## src/rtl/sample_window_stats.sv

```systemverilog
// Per-window average/min/max of accepted samples over 2^LOG2_WIN-sample windows, valid/ready result port.
// Optional macro SAMPLE_WINDOW_ROUND_EN selects a round-half-up, saturated average instead of truncation.
module sample_window_stats #(
  parameter int DATA_W   = 8,
  parameter int LOG2_WIN = 3
) (
  input  logic              clk,
  input  logic              rst,
  input  logic              en,
  input  logic [DATA_W-1:0] sample_in,
  input  logic              sample_valid,
  input  logic              clear,
  input  logic              out_ready,
  output logic [DATA_W-1:0] avg_out,
  output logic [DATA_W-1:0] min_out,
  output logic [DATA_W-1:0] max_out,
  output logic              out_valid,
  output logic              overrun
);

  localparam int SUM_W = DATA_W + LOG2_WIN;
  localparam logic [LOG2_WIN-1:0] CNT_LAST = '1;

  typedef enum logic {ACCUM, HOLD} state_t;

  state_t              state;
  logic [SUM_W-1:0]    sum;
  logic [LOG2_WIN-1:0] cnt;
  logic [DATA_W-1:0]   run_min;
  logic [DATA_W-1:0]   run_max;

  logic                accept;
  logic [SUM_W-1:0]    sum_total;
  logic [DATA_W-1:0]   next_min;
  logic [DATA_W-1:0]   next_max;
  logic [DATA_W-1:0]   avg_next;

  assign accept    = en && sample_valid && (state == ACCUM);
  assign sum_total = sum + SUM_W'(sample_in);
  assign next_min  = (sample_in < run_min) ? sample_in : run_min;
  assign next_max  = (sample_in > run_max) ? sample_in : run_max;

`ifdef SAMPLE_WINDOW_ROUND_EN
  localparam logic [SUM_W:0] HALF = (SUM_W+1)'(1) << (LOG2_WIN - 1);

  logic [SUM_W:0] rounded;
  logic [SUM_W:0] rounded_shift;

  // One extra carry bit so the half-LSB bias cannot wrap before the shift.
  always_comb begin
    rounded       = {1'b0, sum_total} + HALF;
    rounded_shift = rounded >> LOG2_WIN;
    avg_next      = (|rounded_shift[SUM_W:DATA_W]) ? '1 : rounded_shift[DATA_W-1:0];
  end
`else
  always_comb begin
    avg_next = DATA_W'(sum_total >> LOG2_WIN);
  end
`endif

  always_ff @(posedge clk) begin
    if (rst) begin
      sum       <= '0;
      cnt       <= '0;
      run_min   <= '1;
      run_max   <= '0;
      avg_out   <= '0;
      min_out   <= '0;
      max_out   <= '0;
      out_valid <= 1'b0;
      overrun   <= 1'b0;
      state     <= ACCUM;
    end else if (clear) begin
      // Abort the window; the last published results stay visible.
      sum       <= '0;
      cnt       <= '0;
      run_min   <= '1;
      run_max   <= '0;
      out_valid <= 1'b0;
      overrun   <= 1'b0;
      state     <= ACCUM;
    end else begin
      case (state)
        ACCUM: begin
          if (accept) begin
            if (cnt == CNT_LAST) begin
              avg_out   <= avg_next;
              min_out   <= next_min;
              max_out   <= next_max;
              out_valid <= 1'b1;
              state     <= HOLD;
              sum       <= '0;
              cnt       <= '0;
              run_min   <= '1;
              run_max   <= '0;
            end else begin
              sum     <= sum_total;
              cnt     <= cnt + 1'b1;
              run_min <= next_min;
              run_max <= next_max;
            end
          end
        end
        HOLD: begin
          // Samples arriving while a result is pending are lost, including on the handshake cycle.
          if (en && sample_valid) overrun <= 1'b1;
          if (out_ready) begin
            out_valid <= 1'b0;
            state     <= ACCUM;
          end
        end
        default: state <= ACCUM;
      endcase
    end
  end

endmodule

```

## config.mk

```make
export PLATFORM = sky130hd
export DESIGN_NAME = sample_window_stats
export DESIGN_NICKNAME = d
export VERILOG_FILES = /design/src/rtl/sample_window_stats.sv
export SDC_FILE = /design/constraint.sdc
export NUM_CORES = 1
export LEC_CHECK = 0
export CAP_MARGIN = 20
export CORE_MARGIN = 3
export CORE_UTILIZATION = 40
export DETAILED_ROUTE_END_ITERATION = 16
export GPL_TIMING_DRIVEN = 0
export HOLD_SLACK_MARGIN = 0.05
export PLACE_DENSITY_LB_ADDON = 0.05
export SYNTH_ARGS = -nofsm -noshare
export SYNTH_HDL_FRONTEND = slang
export SYNTH_SLANG_ARGS = --single-unit
```

## constraint.sdc

```tcl
create_clock -name clk -period 3.55 [get_ports clk]
set_clock_uncertainty 0.05 [all_clocks]
set_input_delay 0.8875 -clock clk [delete_from_list [all_inputs] [get_ports clk]]
set_output_delay 0.8875 -clock clk [all_outputs]
set_load 0.03 [all_outputs]
```

# Yosys cells after proc, flatten, opt, wreduce, memory -nomap -nowiden
# Cells that the tools add are included.
dict set report op_classes {
  add_sub_neg 2
  n_lt_le_gt_ge 2
  n_eq_ne 4
  mux 14
  n_bitwise 2
  n_reduce_logical 7
}
# cell n
set op_table {}
lappend op_table {{two-way mux 8 bit} 4}
lappend op_table {{adder 11 x 8 -> 11 bit} 1}
lappend op_table {{two-way mux 11 bit} 1}
lappend op_table {{> comparator 8 bit} 1}
lappend op_table {{less-than comparator 8 bit} 1}
lappend op_table {{two-way mux 1 bit} 6}
lappend op_table {{!= test 2 bit, second input constant} 2}
lappend op_table {{case mux 1 bit (2 select lines)} 2}
lappend op_table {{AND reduction 2 bit} 2}
lappend op_table {{AND reduction 4 bit} 1}
lappend op_table {{adder 3 x 1 -> 3 bit, second input constant} 1}
lappend op_table {{equality test 3 bit, second input constant} 1}
lappend op_table {{two-way mux 3 bit} 1}
lappend op_table {{AND reduction 3 bit} 1}
lappend op_table {{logical AND 1 bit} 2}
lappend op_table {{!= test 2 x 1 -> 1 bit, second input constant} 1}
lappend op_table {{NOT 1 bit} 2}
lappend op_table {{OR reduction 2 bit} 1}
dict set report totals {
  ff_bits 57
  input_bits 14
  output_inout_bits 26
}

# Depth between registers and ports, before layout
dict set report logic_depth {
  word_depth 4
  mapped_depth 8
  ltp_nobuf 8
}

# Worst setup path after synthesis
# Ideal clock, no wire load.
dict set report synth_timing {
  path_kind {input-to-reg}
  from {in sample_in[0]}
  to {reg avg_out[7]}
  setup_time_ps 86
  arrival_ps 2304
  slack_ps 1109
  stages 8
  n_path_buf 0
  cell_sequence {ha_1 > inv_1 > fa_1 > nand4b_1 > a31oi_1 > o21ai_0 > xor2_1 > a211oi_1}
}
dict set report synth_via {
  elab_chain_len 1
}
# element line_no
set synth_rtl {}
lappend synth_rtl {{from (decl)} 10} ;# input logic [DATA_W-1:0] sample_in,
lappend synth_rtl {{adder 11 x 8 -> 11 bit} 39} ;# assign sum_total = sum + SUM_W'(sample_in);
lappend synth_rtl {{to (signal assigned)} 87} ;# avg_out <= avg_next;
lappend synth_rtl {{to (decl)} 14} ;# output logic [DATA_W-1:0] avg_out,
# No other way between the ends.
# A chain may end at the register's enable or synchronous reset.

# Final worst setup path
dict set report layout_timing {
  from {in sample_in[4]}
  to {reg sum[7]}
}
dict set report layout_via {
  elab_chain_len 2
}
# element line_no
set layout_rtl {}
lappend layout_rtl {{adder 11 x 8 -> 11 bit} 39}
lappend layout_rtl {{two-way mux 11 bit} 86} ;# if (cnt == CNT_LAST) begin
lappend layout_rtl {{to (signal assigned)} 97} ;# sum <= sum_total;
lappend layout_rtl {{to (decl)} 27} ;# logic [SUM_W-1:0] sum;
# No other way between the ends.

==> impl_metrics.env <==
export IMPL_rows=31
export IMPL_post_place_cells=479
export IMPL_grt_first_pass_wirelength_mm=13.21
export IMPL_synthTopCellsByArea="dfxtp_1 (36%), ha_1 (10%), nor2_1 (3.6%)"
export IMPL_dp_hpwl_mm=6.045
export IMPL_yosysUniqueCellTypes=59
export IMPL_clock_sinks=57
export IMPL_cp_start_kind="primary input"
export IMPL_worstPathArrival_ns=3.28
export IMPL_crit_type="primary input to flop"
export IMPL_status="completed"
export IMPL_holdBufCountCts=0
export IMPL_busiest_layer="met2"
export IMPL_wl_per_cell_um=16.95
export IMPL_die_h_um=94.64
export IMPL_yosysTopAreaCellShare=0.3631
export IMPL_rsz0062_at_grt="false"
export IMPL_internal_power_mw=1.064
export IMPL_gp_congestion=0.8043
export IMPL_core_region_area_um2=7447
export IMPL_fin_crit_sh=0.8674
export IMPL_crit_family="compound AO/OA/AOI/OAI gates"
export IMPL_met1_usage=0.2821
export IMPL_cp_required_ns=3.75
export IMPL_slew_headroom=0.5728
export IMPL_dp_worst_setup_slack_ns=0.1174
export IMPL_cts_buffers_inserted=9
export IMPL_crit_buf_inv=1
export IMPL_die_width_um=94.64
export IMPL_drcViolationCount=0
export IMPL_syn_area_um2=3143
export IMPL_cp_slowest_cell="clkdlybuf4s50_1"
export IMPL_crit_chain="clkdlybuf4s50_1 > ha_1 > a21oi_1 > o211ai_2 > a31oi_1 > xor2_1 > o31ai_1"
export IMPL_initial_core_util=0.4220
export IMPL_area_growth_pct=22.25
export IMPL_cts_root_buf="clkbuf_8"
export IMPL_fin_tns_setup_ns=0
export IMPL_tightest_slew_ns=0.6409
export IMPL_synth_ff_type="dfxtp_1"
export IMPL_slew_violations=0
export IMPL_path_max_fanout=7
export IMPL_end_kind="flop"
export IMPL_htree_levels=3
export IMPL_num_nets_final=431
export IMPL_irDropWorstVdd_uv=169.7
export IMPL_sequentialPowerShare=0.452
export IMPL_cts_resized=0
export IMPL_min_path_type="flop to flop"
export IMPL_dieArea_um2=8957
export IMPL_ios=40
export IMPL_wl_mm=8.371
export IMPL_p_sw_mw=0.3760
export IMPL_clk_pin_slew_ns=0.06
export IMPL_antenna_found_initial=0
export IMPL_drt_iter0_drc=111
export IMPL_grt_use_met3=0.04064
export IMPL_grt_pass1_vias=2522
export IMPL_max_freq_ghz=0.3248
export IMPL_synth_most_common_cell="dfxtp_1"
export IMPL_cts_tree="done"
export IMPL_p_sw_frac=0.2611
export IMPL_hold_viol_final=0
export IMPL_max_stage_delay_ns=0.66
export IMPL_postCtsSetupBuffers=0
export IMPL_p_comb_frac=0.117
export IMPL_synth_edf_count=0
export IMPL_setup_violations=0
export IMPL_io_buffer_count=38
export IMPL_yosysTopAreaCell="dfxtp_1"
export IMPL_grt_max_degree=11
export IMPL_total_power_mw=1.440
export IMPL_grt_total_usage=0.1968
export IMPL_regArea_um2=1141
export IMPL_p_leak_nw=1.528
export IMPL_power_density_nw_per_um2=374.9
export IMPL_synth_seq_cells=57
export IMPL_dr_pass1_iters=4
export IMPL_drive_above_1_share=0.1190
export IMPL_antenna_left=0
export IMPL_synth_warnings=0
export IMPL_fin_crit_ns=3.079
export IMPL_grt_overflow=0
export IMPL_multiInputGateArea_um2=1834
export IMPL_post_route_util=0.5160
export IMPL_clk_path_buf_depth=2
export IMPL_use_met2=0.2830
export IMPL_syn_num_nets=382
export IMPL_syn_inst=342
export IMPL_whs_ns=0.4101
export IMPL_final_cells=494
export IMPL_ys_seq_area_frac=0.3631
export IMPL_synthTopCellsByCount="dfxtp_1 (57), nor2_1 (30), ha_1 (25)"
export IMPL_dpl_cell_area_um2=3647
export IMPL_fillers=715
export IMPL_p_clk_frac=0.430
export IMPL_cap_violations=0
export IMPL_postSynth_asyncResetShare=0
export IMPL_vias=2719
export IMPL_syn_area_per_cell_um2=9.190
export IMPL_stdcell_area_um2=3842
export IMPL_vias_per_cell=5.504
export IMPL_insertedDiodeCount=0
export IMPL_clk_latency_ns=0.34
export IMPL_setup_slack_ns=0.4707
-- tightest hold or removal path: cells and delay by family (launching register included) --
| family | cells | cell delay (ns) |
|---|---|---|
| flops | 1 | 0.31 |
| simple gates | 1 | 0.05 |
| compound gates | 1 | 0.05 |
-- state kept, by name, indices dropped and copies added (netlist names) --
signal / flops
avg_out: 8
cnt: 3
max_out: 8
min_out: 8
out_valid: 1
overrun: 1
run_max: 8
run_min: 8
state: 1
sum: 11
-- cells by family after synthesis --
kind of cell / count (synthesis) / share of synthesized area
and+or+nand+nor: 107 / 0.1887
AOI/OAI and AO/OA: 95 / 0.2345
DFF: 57 / 0.3631
buffers and inverters: 39 / 0.05335
adders and majority gates: 26 / 0.1059
muxes: 11 / 0.03503
xor gates and xnor gates: 7 / 0.01951
-- metal layers --
metal,wire [um],vias to the layer above,part of all wire
met2,3524,67,0.42
met5,0,-,0
met4,169,0,0.020
met1,4224,1268,0.50
met3,453,14,0.054
li1,-,1370,-
-- final timing paths --
kind                startpoint         end  slack, ns  cells past startpoint
hold reg to reg     avg_out[2]  avg_out[2]       0.41                      2
setup / recovery  sample_in[4]      sum[7]       0.47                      7
setup reg to reg        cnt[0]  avg_out[7]       1.40                      7
hold / removal      avg_out[2]  avg_out[2]       0.41                      2
-- cell usage in the layout, fill, tap and decap left out, types with 2 or more instances in the layout --
master,n
clkinv_2,2
nor3_1,10
a21o_1,3
buf_2,8
clkbuf_8,11
or3_1,2
xnor2_1,2
o21ai_2,3
nand3_1,11
nand4_1,3
and4_4,2
a21oi_1,19
o21ai_1,2
and2_1,3
a211oi_2,8
a211oi_1,9
xor2_1,5
o211ai_1,8
nor2b_1,3
nor3b_1,2
nand2_1,20
nor2_1,30
or4_1,3
a32o_1,9
dfxtp_1,57
a22oi_1,4
ha_1,25
mux2i_1,11
inv_1,21
and3_1,2
o21ai_0,13
clkbuf_1,9
a31oi_1,4
clkdlybuf4s50_1,38
and4_1,5
-- power groups by stage --
stage	clock (mW)	sequential (mW)	combinational, mW
2_1_floorplan	0	0.665	0.109
6_report	0.619	0.652	0.169
3_3_place_gp	0	0.666	0.166
3_5_place_dp	0	0.666	0.167
5_1_grt	0.657	0.652	0.186
4_1_cts	0.633	0.652	0.169
-- final cells by class --
type | count | area share
plain buffers | 18 | 0.02312
clock buffers | 12 | 0.04038
clock inverters | 3 | 0.01042
inverters | 21 | 0.02051
multi-input cells | 246 | 0.4774
flip-flops and latches | 57 | 0.2970
well taps | 99 | 0.03224
repair buffers | 38 | 0.09899
No activity file was read; power rests on OpenSTA's default activity.
